$ cat config.mk
export PLATFORM = sky130hd
export DESIGN_NAME = aes_subbytes_seq_flat
export DESIGN_NICKNAME = d
export VERILOG_FILES = /design/src/rtl/aes_subbytes_seq_if.sv /design/src/rtl/aes_subbytes_seq.sv /design/src/flat_wrapper.sv
export SDC_FILE = /design/constraint.sdc
export NUM_CORES = 1
export LEC_CHECK = 0
export BUFFER_PORTS_ARGS = -buffer_cell sky130_fd_sc_hd__buf_2
export CORE_AREA = 10 10 169 171
export DETAILED_ROUTE_END_ITERATION = 10
export DIE_AREA = 0 0 179 181
export GPL_ROUTABILITY_DRIVEN = 1
export PLACE_DENSITY_LB_ADDON = 0.3
export SYNTH_ARGS = -nofsm -noshare
export SYNTH_HDL_FRONTEND = slang
export SYNTH_SLANG_ARGS = --single-unit
$ cat constraint.sdc
create_clock -name clk -period 4.5 [get_ports clk]
set_input_delay 0.9 -clock clk [delete_from_list [all_inputs] [get_ports clk]]
set_output_delay 0.9 -clock clk [all_outputs]
set_load 0.02 [all_outputs]
$ cat src/rtl/aes_subbytes_seq_if.sv
// Block handshake and external sbox bus of aes_subbytes_seq.
// slave = engine side, master = upstream controller / sbox side.
interface aes_subbytes_seq_if;
  logic         in_valid;
  logic         in_ready;
  logic [127:0] state_in;
  logic         out_valid;
  logic         out_ready;
  logic [127:0] state_out;
  logic         busy;
  logic [7:0]   sbox_in;
  logic [7:0]   sbox_out;

  modport slave (
    input  in_valid, state_in, out_ready, sbox_out,
    output in_ready, out_valid, state_out, busy, sbox_in
  );

  modport master (
    output in_valid, state_in, out_ready, sbox_out,
    input  in_ready, out_valid, state_out, busy, sbox_in
  );
endinterface

$ cat src/rtl/aes_subbytes_seq.sv
// Byte-serial AES SubBytes through one shared external sbox, 16 (or 17) cycles per block.
// Define AES_SUBBYTES_SHIFTROWS_EN to fuse ShiftRows into the result byte placement.
module aes_subbytes_seq #(
  parameter int SBOX_REG = 0
) (
  input logic               clk,
  input logic               rst_n,
  aes_subbytes_seq_if.slave bus
);

  // A registered sbox needs one extra cycle: issue runs one index ahead of capture.
  localparam int            CW       = (SBOX_REG != 0) ? 5 : 4;
  localparam logic [CW-1:0] LAST_CNT = CW'((SBOX_REG != 0) ? 16 : 15);
  localparam logic [CW-1:0] CAP_LAG  = CW'((SBOX_REG != 0) ? 1 : 0);

  typedef enum logic [1:0] {
    S_IDLE = 2'd0,
    S_RUN  = 2'd1,
    S_DONE = 2'd2
  } state_t;

  state_t        state_q, state_d;
  logic [CW-1:0] cnt_q, cnt_d;
  logic [127:0]  buf_q;
  logic [7:0]    buf_byte [16];
  logic [7:0]    res_q    [16];

  logic          accept;
  logic          run;
  logic          issue_en;
  logic          cap_en;
  logic [3:0]    issue_idx;
  logic [3:0]    cap_idx;
  logic [3:0]    wr_idx;

  function automatic logic [3:0] wr_map(input logic [3:0] idx);
`ifdef AES_SUBBYTES_SHIFTROWS_EN
    // idx = {col,row}; byte (r,c) lands in column (c-r) mod 4 of the same row
    return {idx[3:2] - idx[1:0], idx[1:0]};
`else
    return idx;
`endif
  endfunction

  assign run       = (state_q == S_RUN);
  assign accept    = (state_q == S_IDLE) && bus.in_valid;
  assign issue_idx = cnt_q[3:0];
  assign issue_en  = run && ((SBOX_REG == 0) || (cnt_q != LAST_CNT));
  assign cap_en    = run && ((SBOX_REG == 0) || (cnt_q != '0));
  assign cap_idx   = 4'(cnt_q - CAP_LAG);
  assign wr_idx    = wr_map(cap_idx);

  always_comb begin
    state_d = state_q;
    cnt_d   = cnt_q;
    unique case (state_q)
      S_IDLE: begin
        if (bus.in_valid) begin
          state_d = S_RUN;
          cnt_d   = '0;
        end
      end
      S_RUN: begin
        if (cnt_q == LAST_CNT) begin
          state_d = S_DONE;
          cnt_d   = '0;
        end else begin
          cnt_d = cnt_q + 1'b1;
        end
      end
      S_DONE: begin
        if (bus.out_ready) begin
          state_d = S_IDLE;
        end
      end
      default: begin
        state_d = S_IDLE;
        cnt_d   = '0;
      end
    endcase
  end

  always_ff @(posedge clk or negedge rst_n) begin
    if (!rst_n) begin
      state_q <= S_IDLE;
      cnt_q   <= '0;
      buf_q   <= '0;
    end else begin
      state_q <= state_d;
      cnt_q   <= cnt_d;
      if (accept) begin
        buf_q <= bus.state_in;
      end
    end
  end

  assign bus.in_ready  = (state_q == S_IDLE);
  assign bus.out_valid = (state_q == S_DONE);
  assign bus.busy      = (state_q != S_IDLE);
  assign bus.sbox_in   = issue_en ? buf_byte[issue_idx] : 8'h00;

  // One result register per byte; state_out is their concatenation in FIPS-197 order.
  generate
    for (genvar gi = 0; gi < 16; gi++) begin : g_byte
      assign buf_byte[gi] = buf_q[127-8*gi -: 8];

      always_ff @(posedge clk or negedge rst_n) begin
        if (!rst_n) begin
          res_q[gi] <= 8'h00;
        end else if (cap_en && (wr_idx == 4'(gi))) begin
          res_q[gi] <= bus.sbox_out;
        end
      end

      assign bus.state_out[127-8*gi -: 8] = res_q[gi];
    end
  endgenerate

endmodule

$ cat src/flat_wrapper.sv
// flat-port wrapper written by rule: the top's interface ports become plain ports
module aes_subbytes_seq_flat 
#(
  parameter int SBOX_REG = 0
)
  (clk, rst_n, bus_in_valid, bus_state_in, bus_out_ready, bus_sbox_out, bus_in_ready, bus_out_valid, bus_state_out, bus_busy, bus_sbox_in);
  aes_subbytes_seq_if bus_i ();
  input logic clk;
  input logic rst_n;
  input wire logic [$bits(bus_i.in_valid)-1:0] bus_in_valid;
  input wire logic [$bits(bus_i.state_in)-1:0] bus_state_in;
  input wire logic [$bits(bus_i.out_ready)-1:0] bus_out_ready;
  input wire logic [$bits(bus_i.sbox_out)-1:0] bus_sbox_out;
  output wire logic [$bits(bus_i.in_ready)-1:0] bus_in_ready;
  output wire logic [$bits(bus_i.out_valid)-1:0] bus_out_valid;
  output wire logic [$bits(bus_i.state_out)-1:0] bus_state_out;
  output wire logic [$bits(bus_i.busy)-1:0] bus_busy;
  output wire logic [$bits(bus_i.sbox_in)-1:0] bus_sbox_in;
  assign bus_i.in_valid = bus_in_valid;
  assign bus_i.state_in = bus_state_in;
  assign bus_i.out_ready = bus_out_ready;
  assign bus_i.sbox_out = bus_sbox_out;
  assign bus_in_ready = bus_i.in_ready;
  assign bus_out_valid = bus_i.out_valid;
  assign bus_state_out = bus_i.state_out;
  assign bus_busy = bus_i.busy;
  assign bus_sbox_in = bus_i.sbox_in;
  aes_subbytes_seq #(.SBOX_REG(SBOX_REG)) u_core (.clk(clk), .rst_n(rst_n), .bus(bus_i));
endmodule
==> flow_results.org <==
** Run status
- Outcome :: completed

** Yosys
- The synthesized netlist contains 41 unique library cells.
- Summing every instance area after synthesis gives roughly 11000 um2.
- Syn_nets :: 869
- Flops & latches, synth :: 262
- Mean instance size in the synthesized netlist :: approximately 15 um2
- Mapped Cells :: about 730
- Seq/Total Area, Yosys :: 0.5853
- Synthesis Warnings :: 0

** Placed design
- At the placement stage, the worst setup path has a slack of 1410 ps.
- I/O Buffers :: around 280
- The wire-length estimate of the detail-placed layout is about 23000 um.
- Global placer's final weighted congestion :: 0.8627
- Cell area after placement :: 12690 um2
- Number of cells after detailed placement :: ~1300

** Critical path
- The worst register-to-register path has a depth of 4.
- The startpoint identified for the worst register-to-register timing path is u_core.cnt_q[0]$_DFFE_PN0P_.
- Launching element type of the critical path :: flip-flop
- Endpoint arrival time on the critical path :: 2740 ps
- The worst setup path is of the reg2out kind.
- Data required time of the critical path :: 3600 ps
- Across all register-to-register paths, the minimum setup slack is 2110 ps.
- Worst-path maximum fanout :: 50
- In this run the critical register-to-register path is captured at u_core.bus.state_out[104]$_DFFE_PN0P_.
- The critical path starts at u_core.cnt_q[0]$_DFFE_PN0P_.
- STA classifies the critical path endpoint as a primary output.
- Capturing instance or port of the critical path :: bus_sbox_in[0]

** GRT
- Total global-route track usage :: 0.1855
- The first global-routing pass estimated 46930 um of wire.
- Global routing finished with a remaining overflow of 0.
- The number of antenna violations at the first check in global routing came to 0.
- Pin count of the biggest net entering global routing :: 129
- Vias in the first global route :: around 7900

** Clock network
- Total CTS buffers :: 29
- After clock tree synthesis, the setup repair step added 0 buffers.
- TritonCTS built the clock tree.
- At the later pin of the worst-skew pair, clock insertion delay measures 530 ps.
- Maximum count of clock buffers along a single path :: 3
- The tree built by TritonCTS fans out to approximately 260 sinks.
- Cts-stage hold buffer count :: 0
- CTS built an H-tree with a depth of 1.
- Gates resized during post-CTS repair numbered 0.
- Clk slew on worst S/H paths :: 60 ps
- In this run the clock root is driven by a sky130_fd_sc_hd__clkbuf_16.

** Floorplanning
- For this configuration, the core starts out at a cell density of 0.4474.
- # IOs :: 279
- The die covers around 32000 um2.
- Placement row count :: 58
- The die is roughly 180 um tall.
- Die width :: 179 um
- Core Footprint :: between 20000 and 30000 um2

** Detailed routing
- For this block, the routed nets add up to 30950 um of wire.
- The count of nets left with antenna violations once routing finished came out at 0.
- After detailed routing, the number of vias per cell comes to 5.237.
- Initial DRC Count :: 373
- In the routed design, unresolved DRC markers number 0.
- The first detailed-routing pass ran for 4 iterations.
- The final route contains 7070 vias.
- Routed wire length per instance :: 22.93 um

** Power
- For this design the ratio of total power to cell area is 845.8 nW/um2.
- IR drop worst, VDD :: 0.6083 mV
- Static Leak :: 6.343 nW

** Timing
- Setup violations remaining at the end of the flow were counted as 0.
- Remaining max-slew budget at the tightest pin :: 0.2322
- The max-slew violation total from the final report is 0.
- Summed over all failing endpoints, the final setup total negative slack is 0 ps.
- In the finished design, the share of the clock period the worst path needs comes to 0.8078.
- Derived from the worst setup path, the maximum achievable clock frequency is 275.1 MHz.
- Clock period minus final worst setup slack :: 3635 ps
- For the final database, setup skew stands at 7.617 ps.
- Setup repair after global routing left no endpoint under its margin.
- The count of final hold-check violations came to 0.
- At the pin with the least slew margin, the transition time is about 1100 ps.
- Worst-case setup margin in the final layout :: 864.9 ps

** Cells and area
- Layout cell share with drive strength beyond 1 :: 0.5961
- Most common cell after layout, fill and taps aside :: sky130_fd_sc_hd__buf_2
- Final non-filler cell area :: 13720 um2
- ANT cells :: 0
- Top library cells by usage in the layout, fill and taps aside :: sky130_fd_sc_hd__buf_2, sky130_fd_sc_hd__dfrtp_1, sky130_fd_sc_hd__mux2_2, sky130_fd_sc_hd__mux2i_1, sky130_fd_sc_hd__clkbuf_16
- Nets :: 1142
- Once layout is complete, the utilization of the core stands at 0.5481.
- Relative to the synthesized area, the layout overhead comes to 22.50%.
- Post-layout instance count excluding filler cells :: 1350

** Run
- Across the run, the number of max-cap violations was 0.

** Hold path
- Hold Path Class :: in2async
[flip-flops by register name, summed over array words and instances, names as in the netlist]
name and count:
u_core.cnt_q 4, u_core.bus.state_out 128, u_core.state_q 2, u_core.buf_byte 128
[through the flow]
step,total power [W],hold WS [ps]
after global placement,0.009054,468.6
after floorplan,0.007558,452.4
after CTS,0.01176,493.3
after detailed placement,0.009175,479.5
final,0.01161,492.3
after global routing,0.01230,510.9
[cell type report]
type	instances	area, um2
clock buffers	37	785.8
well taps	330	412.9
fillers	2063	11310
flip-flops and latches	262	6560
multi-input cells	417	4224
inverters	5	18.77
repair buffers	283	1476
clock inverters	16	244.0
[where the power goes]
part           internal, W  switching, W  total [W]  leakage (nW)
Combinational      0.00217       0.00256    0.00473          2.73
Sequential         0.00356      0.000779    0.00434          3.12
Clock              0.00158      0.000958    0.00253         0.494
[worst min-delay path by stage]
| stage | from | end | slack [ps] | cells past startpoint |
|---|---|---|---|---|
| floorplan | u_core.buf_byte[43]$_DFFE_PN0P_ | u_core.buf_byte[43]$_DFFE_PN0P_ | 450 | 1 |
| global placement | u_core.buf_byte[82]$_DFFE_PN0P_ | u_core.buf_byte[82]$_DFFE_PN0P_ | 470 | 1 |
| detailed placement | u_core.buf_byte[80]$_DFFE_PN0P_ | u_core.buf_byte[80]$_DFFE_PN0P_ | 480 | 1 |
| CTS | u_core.buf_byte[80]$_DFFE_PN0P_ | u_core.buf_byte[80]$_DFFE_PN0P_ | 490 | 1 |
| global route | u_core.bus.state_out[62]$_DFFE_PN0P_ | u_core.bus.state_out[62]$_DFFE_PN0P_ | 510 | 1 |
| finish | rst_n | u_core.buf_byte[13]$_DFFE_PN0P_ | 490 | 1 |
[critical path, stage by stage (launching register included)]
cell	delay (ps)
sky130_fd_sc_hd__dfrtp_4	980
sky130_fd_sc_hd__buf_4	380
sky130_fd_sc_hd__mux2i_1	260
sky130_fd_sc_hd__a22oi_1	110
sky130_fd_sc_hd__o211ai_1	130
sky130_fd_sc_hd__o21ai_0	140
sky130_fd_sc_hd__buf_2	190
[synthesized netlist by cell type]
cell type                   instances  share of area
sky130_fd_sc_hd__dfrtp_1          262           0.59
sky130_fd_sc_hd__mux2_2           251           0.25
sky130_fd_sc_hd__mux2i_1           40          0.036
sky130_fd_sc_hd__nand2_1           17         0.0057
sky130_fd_sc_hd__a22oi_1           15          0.010
sky130_fd_sc_hd__mux2_1            13          0.013
sky130_fd_sc_hd__buf_12            11          0.020
sky130_fd_sc_hd__clkbuf_1          11         0.0037
sky130_fd_sc_hd__nor2_1            10         0.0034
sky130_fd_sc_hd__o21ai_0           10         0.0045
sky130_fd_sc_hd__a21oi_1            8         0.0036
sky130_fd_sc_hd__buf_2              8         0.0036
sky130_fd_sc_hd__mux4_2             8          0.016
sky130_fd_sc_hd__o211ai_1           7         0.0047
sky130_fd_sc_hd__buf_4              6         0.0040
sky130_fd_sc_hd__nand3_2            6         0.0054
sky130_fd_sc_hd__buf_6              5         0.0050
sky130_fd_sc_hd__ha_1               4         0.0045
sky130_fd_sc_hd__nand2_2            4         0.0022
sky130_fd_sc_hd__inv_1              3         0.0010
sky130_fd_sc_hd__nand3_1            3         0.0013
sky130_fd_sc_hd__nor2_2             2         0.0011
sky130_fd_sc_hd__nor2b_1            2         0.0011
sky130_fd_sc_hd__o31ai_1            2         0.0013
sky130_fd_sc_hd__a211oi_1           1        0.00067
sky130_fd_sc_hd__a21o_1             1        0.00067
sky130_fd_sc_hd__a221oi_1           1        0.00078
sky130_fd_sc_hd__a22o_1             1        0.00078
sky130_fd_sc_hd__a2bb2oi_1          1        0.00078
sky130_fd_sc_hd__a32oi_1            1        0.00078
sky130_fd_sc_hd__and2_1             1        0.00056
sky130_fd_sc_hd__and2_4             1        0.00078
sky130_fd_sc_hd__and2b_1            1        0.00067
sky130_fd_sc_hd__and3_1             1        0.00056
sky130_fd_sc_hd__clkinv_1           1        0.00033
sky130_fd_sc_hd__inv_2              1        0.00033
sky130_fd_sc_hd__nand2b_1           1        0.00056
sky130_fd_sc_hd__nand3b_2           1         0.0010
sky130_fd_sc_hd__nor3_2             1        0.00089
sky130_fd_sc_hd__or2_4              1        0.00078
sky130_fd_sc_hd__xnor2_1            1        0.00078
[logic make-up (layout without fill, tap and decap cells)]
logic type                 Yosys count  in the layout  synth area share
buffers and inverters               46            341           0.03764
muxes                              312            312            0.3172
AOI/OAI and AO/OA                   48             48           0.02859
and+or+nand+nor                     52             52           0.02603
adders and majority gates            4              4          0.004468
xor gates and xnor gates             1              1         0.0007820
DFF                                262            262            0.5853
[per-layer routing]
| layer | GRT usage | vias up | wire, um |
|---|---|---|---|
| li1 | - | 3167 | - |
| met1 | 0.2247 | 3598 | 12200 |
| met2 | 0.3049 | 270 | 14810 |
| met3 | 0.07381 | 35 | 3485 |
| met4 | 0.03837 | 0 | 454 |
| met5 | 0 | - | 0 |
Power figures use the tool's default switching activity.
